### config.mk
export PLATFORM = sky130hd
export DESIGN_NAME = ex_mem_resolver
export DESIGN_NICKNAME = d
export VERILOG_FILES = /design/src/rtl/ex_mem_resolver.sv
export SDC_FILE = /design/constraint.sdc
export NUM_CORES = 1
export LEC_CHECK = 0
export BUFFER_PORTS_ARGS = -buffer_cell sky130_fd_sc_hd__buf_2
export CORE_MARGIN = 2
export CORE_UTILIZATION = 47
export DETAILED_ROUTE_END_ITERATION = 10
export GPL_TIMING_DRIVEN = 0
export PLACE_DENSITY_LB_ADDON = 0.15
export SYNTH_ARGS = -nofsm -noshare
export SYNTH_HDL_FRONTEND = slang
export SYNTH_SLANG_ARGS = --single-unit
### constraint.sdc
create_clock -name clk -period 7.4 [get_ports clk]
set_input_delay 1.11 -clock clk [delete_from_list [all_inputs] [get_ports clk]]
set_output_delay 1.11 -clock clk [all_outputs]
set_load 0.05 [all_outputs]
### src/rtl/ex_mem_resolver.sv
// EX/MEM resolver: decodes executed instructions, turns taken branches into redirects and
// signed overflow into a trap, and queues writeback/memory work in a small output FIFO.
module ex_mem_resolver #(
  parameter int DEPTH        = 2,
  parameter int SQUASH_DEPTH = 2
) (
  input  logic        clk,
  input  logic        rst_n,
  input  logic        in_valid,
  output logic        in_ready,
  input  logic [31:0] in_instr,
  input  logic [31:0] in_pc,
  input  logic [31:0] in_result,
  input  logic [2:0]  in_flags,
  input  logic [31:0] in_store_data,
  output logic        out_valid,
  input  logic        out_ready,
  output logic [31:0] out_result,
  output logic        out_wb_en,
  output logic [4:0]  out_wb_addr,
  output logic        out_mem_rd,
  output logic        out_mem_wr,
  output logic [31:0] out_store_data,
  output logic        redirect_valid,
  output logic [31:0] redirect_pc,
  output logic        exc_valid,
  output logic [31:0] exc_pc,
  input  logic        exc_ack
);
  localparam int AW = (DEPTH > 1) ? $clog2(DEPTH) : 1;
  localparam int CW = $clog2(DEPTH + 1);

  typedef struct packed {
    logic [31:0] result;
    logic        wb_en;
    logic [4:0]  wb_addr;
    logic        mem_rd;
    logic        mem_wr;
    logic [31:0] store_data;
  } entry_t;

  typedef enum logic {RUN, TRAP} state_e;

  state_e       state_q, state_d;
  logic [CW-1:0] count_q, count_d;
  logic [AW-1:0] wr_ptr_q, wr_ptr_d, rd_ptr_q, rd_ptr_d;
  logic [2:0]   squash_cnt_q, squash_cnt_d;
  logic         redirect_valid_q, redirect_valid_d;
  logic [31:0]  redirect_pc_q, redirect_pc_d;
  logic         exc_valid_q, exc_valid_d;
  logic [31:0]  exc_pc_q, exc_pc_d;
  entry_t       mem_q [DEPTH];
  entry_t       mem_d [DEPTH];

  // ---------------- decode ----------------
  logic [5:0] op, fn;
  logic [4:0] dest;
  logic       dec_push, dec_br, dec_ovf, is_wb;
  entry_t     dec_ent;

  assign op = in_instr[31:26];
  assign fn = in_instr[5:0];

  always_comb begin
    dec_push = 1'b0;
    dec_br   = 1'b0;
    dec_ovf  = 1'b0;
    is_wb    = 1'b0;
    dest     = in_instr[20:16];
    dec_ent  = '0;
    dec_ent.result     = in_result;
    dec_ent.store_data = in_store_data;
    case (op)
      6'h00: begin
        dest = in_instr[15:11];
        case (fn)
          6'h00, 6'h02, 6'h03, 6'h04, 6'h06, 6'h07,
          6'h20, 6'h21, 6'h22, 6'h23, 6'h24, 6'h25, 6'h26, 6'h27,
          6'h2a, 6'h2b: begin
            dec_push = 1'b1;
            is_wb    = 1'b1;
            dec_ovf  = (fn == 6'h20 || fn == 6'h22) && in_flags[2];
          end
          default: ;
        endcase
      end
      6'h08: begin
        dec_push = 1'b1;
        is_wb    = 1'b1;
        dec_ovf  = in_flags[2];
      end
      6'h09, 6'h0a, 6'h0b, 6'h0c, 6'h0d, 6'h0e: begin
        dec_push = 1'b1;
        is_wb    = 1'b1;
      end
      6'h23: begin
        dec_push       = 1'b1;
        is_wb          = 1'b1;
        dec_ent.mem_rd = 1'b1;
      end
      6'h2b: begin
        dec_push       = 1'b1;
        dec_ent.mem_wr = 1'b1;
      end
      6'h04, 6'h05: dec_br = 1'b1;
      default: ;
    endcase
    dec_ent.wb_en   = is_wb && (dest != 5'd0);
    dec_ent.wb_addr = dec_ent.wb_en ? dest : 5'd0;
  end

  // ---------------- control ----------------
  logic acc, pop, live, do_push, taken;
  logic [31:0] br_target;

  assign in_ready  = rst_n && (state_q == RUN) && (count_q < CW'(DEPTH));
  assign acc       = in_valid && in_ready;
  assign pop       = (count_q != '0) && out_ready;
  assign live      = acc && (squash_cnt_q == 3'd0);
  assign taken     = live && dec_br && !in_flags[0];
  assign do_push   = live && dec_push && !dec_ovf;
  assign br_target = in_pc + 32'd4 + {{14{in_result[15]}}, in_result[15:0], 2'b00};

  always_comb begin
    state_d          = state_q;
    exc_valid_d      = exc_valid_q;
    exc_pc_d         = exc_pc_q;
    squash_cnt_d     = squash_cnt_q;
    redirect_valid_d = taken;
    redirect_pc_d    = taken ? br_target : redirect_pc_q;
    wr_ptr_d         = wr_ptr_q;
    rd_ptr_d         = rd_ptr_q;
    count_d          = count_q;
    mem_d            = mem_q;

    // Squashed entries still count as accepted, so the counter ticks before any decode action.
    if (acc && squash_cnt_q != 3'd0)
      squash_cnt_d = squash_cnt_q - 3'd1;
    else if (taken)
      squash_cnt_d = 3'(SQUASH_DEPTH);

    if (state_q == RUN) begin
      if (live && dec_ovf) begin
        state_d     = TRAP;
        exc_valid_d = 1'b1;
        exc_pc_d    = in_pc;
      end
    end else if (exc_ack) begin
      state_d     = RUN;
      exc_valid_d = 1'b0;
    end

    if (do_push) begin
      mem_d[wr_ptr_q] = dec_ent;
      wr_ptr_d        = wr_ptr_q + AW'(1);
    end
    if (pop) rd_ptr_d = rd_ptr_q + AW'(1);
    if (do_push && !pop)      count_d = count_q + CW'(1);
    else if (!do_push && pop) count_d = count_q - CW'(1);
  end

  always_ff @(posedge clk) begin
    if (!rst_n) begin
      state_q          <= RUN;
      count_q          <= '0;
      wr_ptr_q         <= '0;
      rd_ptr_q         <= '0;
      squash_cnt_q     <= '0;
      redirect_valid_q <= 1'b0;
      redirect_pc_q    <= '0;
      exc_valid_q      <= 1'b0;
      exc_pc_q         <= '0;
    end else begin
      state_q          <= state_d;
      count_q          <= count_d;
      wr_ptr_q         <= wr_ptr_d;
      rd_ptr_q         <= rd_ptr_d;
      squash_cnt_q     <= squash_cnt_d;
      redirect_valid_q <= redirect_valid_d;
      redirect_pc_q    <= redirect_pc_d;
      exc_valid_q      <= exc_valid_d;
      exc_pc_q         <= exc_pc_d;
    end
  end

  // Storage needs no reset: the head is masked to zero whenever the FIFO is empty.
  always_ff @(posedge clk) mem_q <= mem_d;

  entry_t head;
  assign head           = (count_q != '0) ? mem_q[rd_ptr_q] : '0;
  assign out_valid      = (count_q != '0);
  assign out_result     = head.result;
  assign out_wb_en      = head.wb_en;
  assign out_wb_addr    = head.wb_addr;
  assign out_mem_rd     = head.mem_rd;
  assign out_mem_wr     = head.mem_wr;
  assign out_store_data = head.store_data;
  assign redirect_valid = redirect_valid_q;
  assign redirect_pc    = redirect_pc_q;
  assign exc_valid      = exc_valid_q;
  assign exc_pc         = exc_pc_q;

  logic unused_bits;
  assign unused_bits = ^{in_instr[25:21], in_instr[10:6], in_flags[1]};
endmodule
==> results list, run 1 <==
- In this run the standard cell core region covers 21690 sq um.
- When the netlist entered floorplanning its net count stood at 1088.
- STA classifies the critical path endpoint as an output port.
* Crit Path Class: flop to output port
- Startpoint Class: flop
* Status: finished, final reports clean
* Total track usage: 21.66%
- Total via count after detailed routing: 7836
- Clock Pin Slew Worst Setup and Hold Paths: 0.06 ns
* Final core utilization: 59.03%
* Count of routing violations after the opening detailed-route iteration: 460
- The initial antenna violation count is 2.
* Max-cap check violation count: 0
- Warnings from Yosys: 0
* X dimension of the die: 152.2 um
- F_max: 0.2637 GHz
- Number of flops mapped to enable cells by yosys: 144
- Post-synthesis async set-or-reset flop share: 0%
- Count of port buffers added during placement: 263
- The worst pin sits at a relative slew slack of 15.69%.
* Dominant combinational cell family by area after synthesis: simple AND/OR/NAND/NOR gates
- Primary FF master, synth: edfxtp_1
- Post-detail-place hpwl: 18.63 mm
- The slowest stage of the critical path belongs to the cell nor2_1.
- Critical Path Fanout Max: 10
- Power density normalized to cell area: 281.4 nW/um^2
* # resized after CTS: 0
* Final antenna-violating net count: 0
- Final setup TNS: 0 ns
- Compared with the post-synthesis result, the final layout area differs by 24.10%.
- Average wire length per cell after detail routing: 17.36 um
- Top library cells by usage in the layout, fill and taps aside: buf_2, nor2_1, edfxtp_1, mux2i_1, dfxtp_1
- Setup repair after global routing left no endpoint under its margin.
- Critical path required time: 6.29 ns
- After clock tree synthesis, the setup repair step added 0 buffers.
- Entering global routing, the biggest net connects 62 pins.
* Floorplan die height: 152.2 um
- After the last flow step, the layout net total stands at 1380.
- Crit path buf inv count: 2
* Placement Rows: 54
* CTS HTree Levels: 1
- For this configuration, the core starts out at a cell density of 47.57%.
- CTS buffer count: 24
- The worst-case IR drop observed on VDD is 0.0001306 V.
* Fraction of synthesized cell area taken by the top area cell type: 41.92%
* Mean number of vias per cell: 5.284
- The number of pins exceeding their max-slew limit in the final report came to 0.
- Layout cells sized above 1: 27.48%
- Synthesis inferred 218 register bits.
* Share of the synthesized netlist area taken by xor and xnor gates: 1.868%
- The via count of the first global-routing pass was 7752.
- On the final layout, the worst clock skew is 0.008654 ns.
- Share of the synthesized area in compound gates (AO/OA/AOI/OAI): 8.781%
- Mean post-synth cell area: 11.58 sq um
* Synth area leader: edfxtp_1
- Fraction of synthesized area in multiplexers: 10.77%
- Sequential cell area fraction in the yosys report: 56.28%
* Largest stage delay on the critical path: 0.97 ns
* Most common cell after layout, fill and taps aside: buf_2
- The first global-routing pass estimated 40.61 mm of wire.
- Synth Area in Simple Gates: 12.02%
- Number of detailed-routing iterations run before antenna repair: 5
* Die footprint: 23150 sq um
- For the worst-skew pair, the clock arrives at the later sink with an insertion delay of 0.51 ns.
- Traced cell by cell, the critical path runs through nor2_1, clkbuf_1, nor2_1, buf_2.
- The number of endpoints with negative hold slack in the final report was 0.
* Top-Level Pins: 276
- Leakage power: 5.255 nW
- Adder and majority gate portion of the synthesized area: 7.471%
- Worst hold path type: flop to flop
* Post-detailed-route DRC marker count: 0
* Total gr overflow: 0
- Sink count of the clock tree: 218
* Number of distinct standard cells referenced by the synthesized netlist: 63
* Clock tree from TritonCTS: done
* Clk buf depth: 3
- Routability-driven placement finished with a final weighted congestion of 0.8626.
* Hold-fix buffers, CTS: 0
- Yosys attributes the largest share of cell area to edfxtp_1, dfxtp_1, mux2i_1.
* Worst path top cell family by delay: simple AND/OR/NAND/NOR gates
- Share of the clock period used by the worst path: 51.24%
* Worst Tran Pin Value: 1.260 ns
- Among the stages of the critical path, the cell type that occurs most often is nor2_1.
* Root Buffer: clkbuf_16
- Across all register-to-register paths, the minimum setup slack is 4.86 ns.
* Data arrival time of the critical path: 2.68 ns
* Number of cells produced by synthesis: 891
- In this run the cell area of the synthesized design comes to 10320 sq um.
- WL final: 25.74 mm
- Post-route minimum period: 3.792 ns
- Setup violations remaining at the end of the flow were counted as 0.
==> final timing paths <==
check | start | to | cells after the start
worst max-delay path | count_q[1] | out_result[3] | 4
worst min register to register | redirect_pc[7] | redirect_pc[7] | 2
worst max register to register | squash_cnt_q[0] | mem_q[123] | 9
worst min-delay path | redirect_pc[7] | redirect_pc[7] | 2
==> power breakdown <==
part / leakage (nW) / switching (mW) / internal, mW
Clock: 0.351 / 0.470 / 0.641
Sequential: 1.90 / 0.00736 / 1.31
Combinational: 3.01 / 0.860 / 0.313
Total: 5.25 / 1.34 / 2.27
==> layer usage <==
layer | share of wire (%) | up-vias | track usage [%]
met2 | 50 | 258 | 37.73
met5 | 0 | - | 0
met4 | 1.6 | 0 | 5.607
met1 | 42 | 3682 | 28.46
li1 | - | 3862 | -
met3 | 6.4 | 34 | 3.242
==> flip-flops by register name (all words and copies together), names as in the netlist <==
| register | count |
|---|---|
| state_q | 1 |
| redirect_pc | 32 |
| count_q | 2 |
| rd_ptr_q | 1 |
| redirect_valid | 1 |
| wr_ptr_q | 1 |
| mem_q | 144 |
| exc_pc | 32 |
| squash_cnt_q | 3 |
| exc_valid | 1 |
==> per-stage QoR <==
stage               area (sq um)  setup slack, ns  instances  hold WS, ns  total power [mW]
floorplan                  10320            1.367        891       0.4515             2.225
global placement           11980          -0.7310       1434       0.4369             2.516
detailed placement         12060            3.460       1437       0.4469             2.521
CTS                        12800            3.498       1481       0.4555             3.633
global route               12800            3.419       1483       0.4783             3.752
finish                     12800            3.608       1483       0.4509             3.603
==> synth_stat cells, drive strengths merged, types with 2 or more instances <==
master / count
o221ai: 4
nand3b: 3
nand3: 39
a311o: 2
or4: 3
nor2b: 4
a221oi: 2
buf: 19
a211o: 3
nor3b: 2
o21ai: 26
nor3: 12
a2111oi: 2
a21o: 13
and3: 6
a211oi: 11
edfxtp: 144
clkinv: 2
nand2: 43
ha: 60
nand4: 8
a21oi: 39
clkbuf: 28
o211ai: 7
dfxtp: 74
nand2b: 2
xnor2: 16
or3: 4
o21a: 2
o21bai: 3
o2111ai: 2
xor2: 6
nor4: 3
nor2: 144
a32oi: 3
inv: 19
mux2i: 111
a31oi: 7
==> cells by family after synthesis <==
family / Yosys count
buf+inv: 68
simple gates: 276
xor+xnor: 22
flops: 218
fa+ha+maj: 61
mux: 111
compound gates: 135
==> worst min-delay path, stage by stage, from the launching register on <==
cell     delay (ns)
dfxtp_1        0.31
nand2_1        0.05
a21oi_1        0.05
==> layout make-up <==
| cell class | count | area [sq um] |
|---|---|---|
| Multi-Input combinational cell | 605 | 4230 |
| Sequential cell | 218 | 5806 |
| Inverter | 21 | 78.83 |
| Clock buffer | 35 | 683.2 |
| Buffer | 47 | 211.5 |
| Timing Repair Buffer | 266 | 1384 |
| Fill cell | 1865 | 8886 |
| Clock inverter | 9 | 53.80 |
| Antenna cell | 2 | 5.005 |
| Tap cell | 280 | 350.3 |
Note: power is estimated with default switching activity, not from simulation.
==> inputs of run 2 (changes only) <==
--- a/config.mk
+++ b/config.mk
@@ -5,6 +5,7 @@
 export SDC_FILE = /design/constraint.sdc
 export NUM_CORES = 1
 export LEC_CHECK = 0
+export ABC_AREA = 1
 export BUFFER_PORTS_ARGS = -buffer_cell sky130_fd_sc_hd__buf_2
 export CORE_MARGIN = 2
 export CORE_UTILIZATION = 47
==> constraint.sdc (replaced) <==
create_clock -name clk -period 3.95 [get_ports clk]
set_input_delay 0.5925 -clock clk [delete_from_list [all_inputs] [get_ports clk]]
set_output_delay 0.5925 -clock clk [all_outputs]
set_load 0.05 [all_outputs]
==> run 2 against run 1 <==
- die area rose by 6.2%
- core utilization rose by 0.52 points
- power rose by 70%
- worst hold slack got worse by 0.19 ns
- global-route usage rose by 2.2 points
- critical path type unchanged
- highest routed layer is now met5
==> results list, run 2 <==
* Status: finished, final reports clean
- Worst path top cell family by delay: buffers and inverters
- For this run, the leading register cell type out of synthesis is edfxtp_1.
- Antenna violations before repair: 4
- Slowest cell on the critical path: clkbuf_1
- The filler cells instantiated in the layout total 2121.
- Final count of negative-setup-slack endpoints: 0
* Critical path startpoint: rd_ptr_q
* Mean number of vias per cell: 4.913
- Initial cell density of the core: 48.15%
- Detailed routing inserted a total of 9521 vias.
- Post-synthesis async set-or-reset flop share: 0%
- The cell count after synthesis came out at 1311.
- The via count of the first global-routing pass is 9102.
- During synthesis, Yosys emitted a total of 0 warnings.
* Synth Net Count: 1508
- Highest ir drop seen on vdd: 0.0003039 V
* Startpoint Class: flop
- Number of detailed-routing iterations run before antenna repair: 7
* Top area cells in the synthesized netlist: edfxtp_1, nand2_1, dfxtp_1
- Post-CTS timing repair inserted 0 buffers for setup.
- In this run the biggest area consumer among cell types represents 39.43% of the synthesized area.
- nand2_1 is the most common cell in the netlist.
- Placement Rows: 55
* Clock tree from TritonCTS: done
- Critical Path Fanout Max: 10
- Crit Path Class: flop to output port
- Post-route minimum period: 3.283 ns
- During I/O placement, the number of pins put on the boundary was 276.
- Final Skew: 0.008905 ns
- The floorplan step set the die width to 156.8 um.
* Number of synthesized register bits: 218
- Power density normalized to cell area: 450.8 nW/um^2
* Share of the clock period used by the worst path: 83.12%
- Cells traversed along the worst timing path: clkbuf_1, inv_1, clkbuf_1, clkbuf_1, nand2_1, a21oi_1, buf_2
* Fin nets: 1801
- Final core utilization: 59.55%
* Total gr overflow: 0
- In this run the critical register-to-register path is launched from count_q[1].
- The cell area that synthesis handed to floorplanning was 10970 sq um.
* Headroom to the max-slew limit: 38.63%
- The worst setup path is captured at an output port.
- Post-detailed-route DRC marker count: 0
- Die footprint: 24570 sq um
- The detailed router finished its first iteration with 543 violations.
- Routability-driven placement finished with a final weighted congestion of 0.9045.
* Number of flops mapped to enable cells by yosys: 144
- The area growth from synthesis to layout is 23.67%.
* Layout cells sized above 1: 20.78%
- Wire length of the first global-routing pass: 45.83 mm
* RSZ-0062 raised after global routing: no
* Largest stage delay on the critical path: 0.45 ns
- Leakage power: 6.679 nW
* Hold-fix buffers, CTS: 0
- After detailed routing, the total wire length is 29.98 mm.
- The tightest min-delay check is of the input pin to flop type.
- In this run the vertical extent of the chip is 156.8 um.
* Number of flip-flops in the largest register: 144
* Standard cell core area: 22780 sq um
- Most prevalent standard cell on the critical path: clkbuf_1
- F_max: 0.3046 GHz
- The number of pins exceeding their max-slew limit in the final report was 0.
- Counting flops per register, the top entry is mem_q.
- The top cell types in the final layout, fill and taps aside, are nand2_1, buf_2, inv_1, nor2_1, edfxtp_1.
- Hold path startpoint: in_store_data[14]
- Root Buffer: clkbuf_16
- Counting both buffers and inverters, the worst setup path holds a total of 5.
- Worst Tran Pin Value: 0.9171 ns
- Entering global routing, the biggest net connects 32 pins.
* Average wire length per cell after detail routing: 15.47 um
- Leaving out fill and tap cells, the most frequent cell in the layout is nand2_1.
* Data arrival time of the critical path: 2.69 ns
* Overall power: 6.115 mW
- In this run the remaining antenna-violating nets after routing total 0.
- In this run the number of H-tree levels came out at 1.
- The number of different library cells used by synthesis comes to 38.
- Post-detail-place hpwl: 23.15 mm
- Count of port buffers added during placement: 263
- STA puts the critical path data required time at 3.36 ns.
- CTS buffer count: 24
- The number of endpoints with negative hold slack in the final report came to 0.
* Clk buf depth: 3
* Mean post-synth cell area: 8.366 sq um
* Synth area leader: edfxtp_1
- Sequential elements use 52.93% of the synthesized area.
* Final setup TNS: 0 ns
* Max-cap check violation count: 0
- Clock Pin Slew Worst Setup and Hold Paths: 0.06 ns
- Total track usage: 23.90%
- Most instantiated cells after synthesis: nand2_1, nor2_1, inv_1, edfxtp_1, a21oi_1
* # resized after CTS: 0
- For the worst-skew pair, the clock arrives at the later sink with an insertion delay of 0.52 ns.
* Sink count of the clock tree: 218
## run 2: cell types whose count changed in the layout (fill, tap and decap cells not counted), sizes merged, moves of 15 or more
cell / previous run / this run
nor2: 144 / 159
nand3: 39 / 55
mux2i: 111 / 0
o21ai: 26 / 60
nand2: 43 / 411
a21oi: 39 / 105
inv: 19 / 160
## run 2: cells by family after synthesis
| logic type | Yosys count | synth area share, % |
|---|---|---|
| compound gates | 174 | 8.316 |
| flops | 218 | 52.93 |
| simple gates | 647 | 23.63 |
| buf+inv | 202 | 7.381 |
| xor+xnor | 9 | 0.7186 |
| fa+ha+maj | 61 | 7.027 |
## run 2: final timing paths
path              depth (start not counted)  slack, ns                 end
setup reg to reg                          9       1.31           mem_q[55]
hold reg to reg                           1       0.47     squash_cnt_q[0]
hold / removal                            1       0.26           mem_q[14]
setup / recovery                          7       0.67  out_store_data[21]
## run 2: area by class of cell
type                       instances  area (sq um)  share of cell area (%)
sequential                       218          5806                   42.80
multi-input combinational        891          4368                   32.20
timing repair buffer             267          1396                   10.29
clock buffer                      29         659.4                   4.861
inverter                         158         594.3                   4.382
tap                              313         391.6                   2.887
buffer                            44         215.2                   1.587
clock inverter                    15         126.4                  0.9316
antenna                            3         7.507                 0.05535
## run 2: routing by layer
metal / global-route usage (%) / wire [um] / vias to the layer above
li1: - / - / 4836
met1: 27.38 / 11870 / 4357
met2: 44.51 / 15340 / 270
met3: 4.819 / 1882 / 56
met4: 7.471 / 868 / 2
met5: 0 / 13 / -
## run 2: through the flow
stage / setup WS [ns] / area, sq um / instances / hold slack [ns]
floorplan: -0.1187 / 10970 / 1311 / 0.4124
global placement: -1.098 / 12680 / 1887 / 0.4263
CTS: 0.5827 / 13560 / 1935 / 0.2370
detailed placement: 0.7314 / 12770 / 1891 / 0.4464
global route: 0.3846 / 13560 / 1938 / 0.2372
finish: 0.6669 / 13560 / 1938 / 0.2599
## run 2: power by group
group | internal (mW) | leakage [nW] | switching [mW]
registers | 2.45 | 1.90 | 0.00943
clock network | 1.27 | 0.391 | 0.921
logic | 0.367 | 4.39 | 1.10
total | 4.08 | 6.68 | 2.03
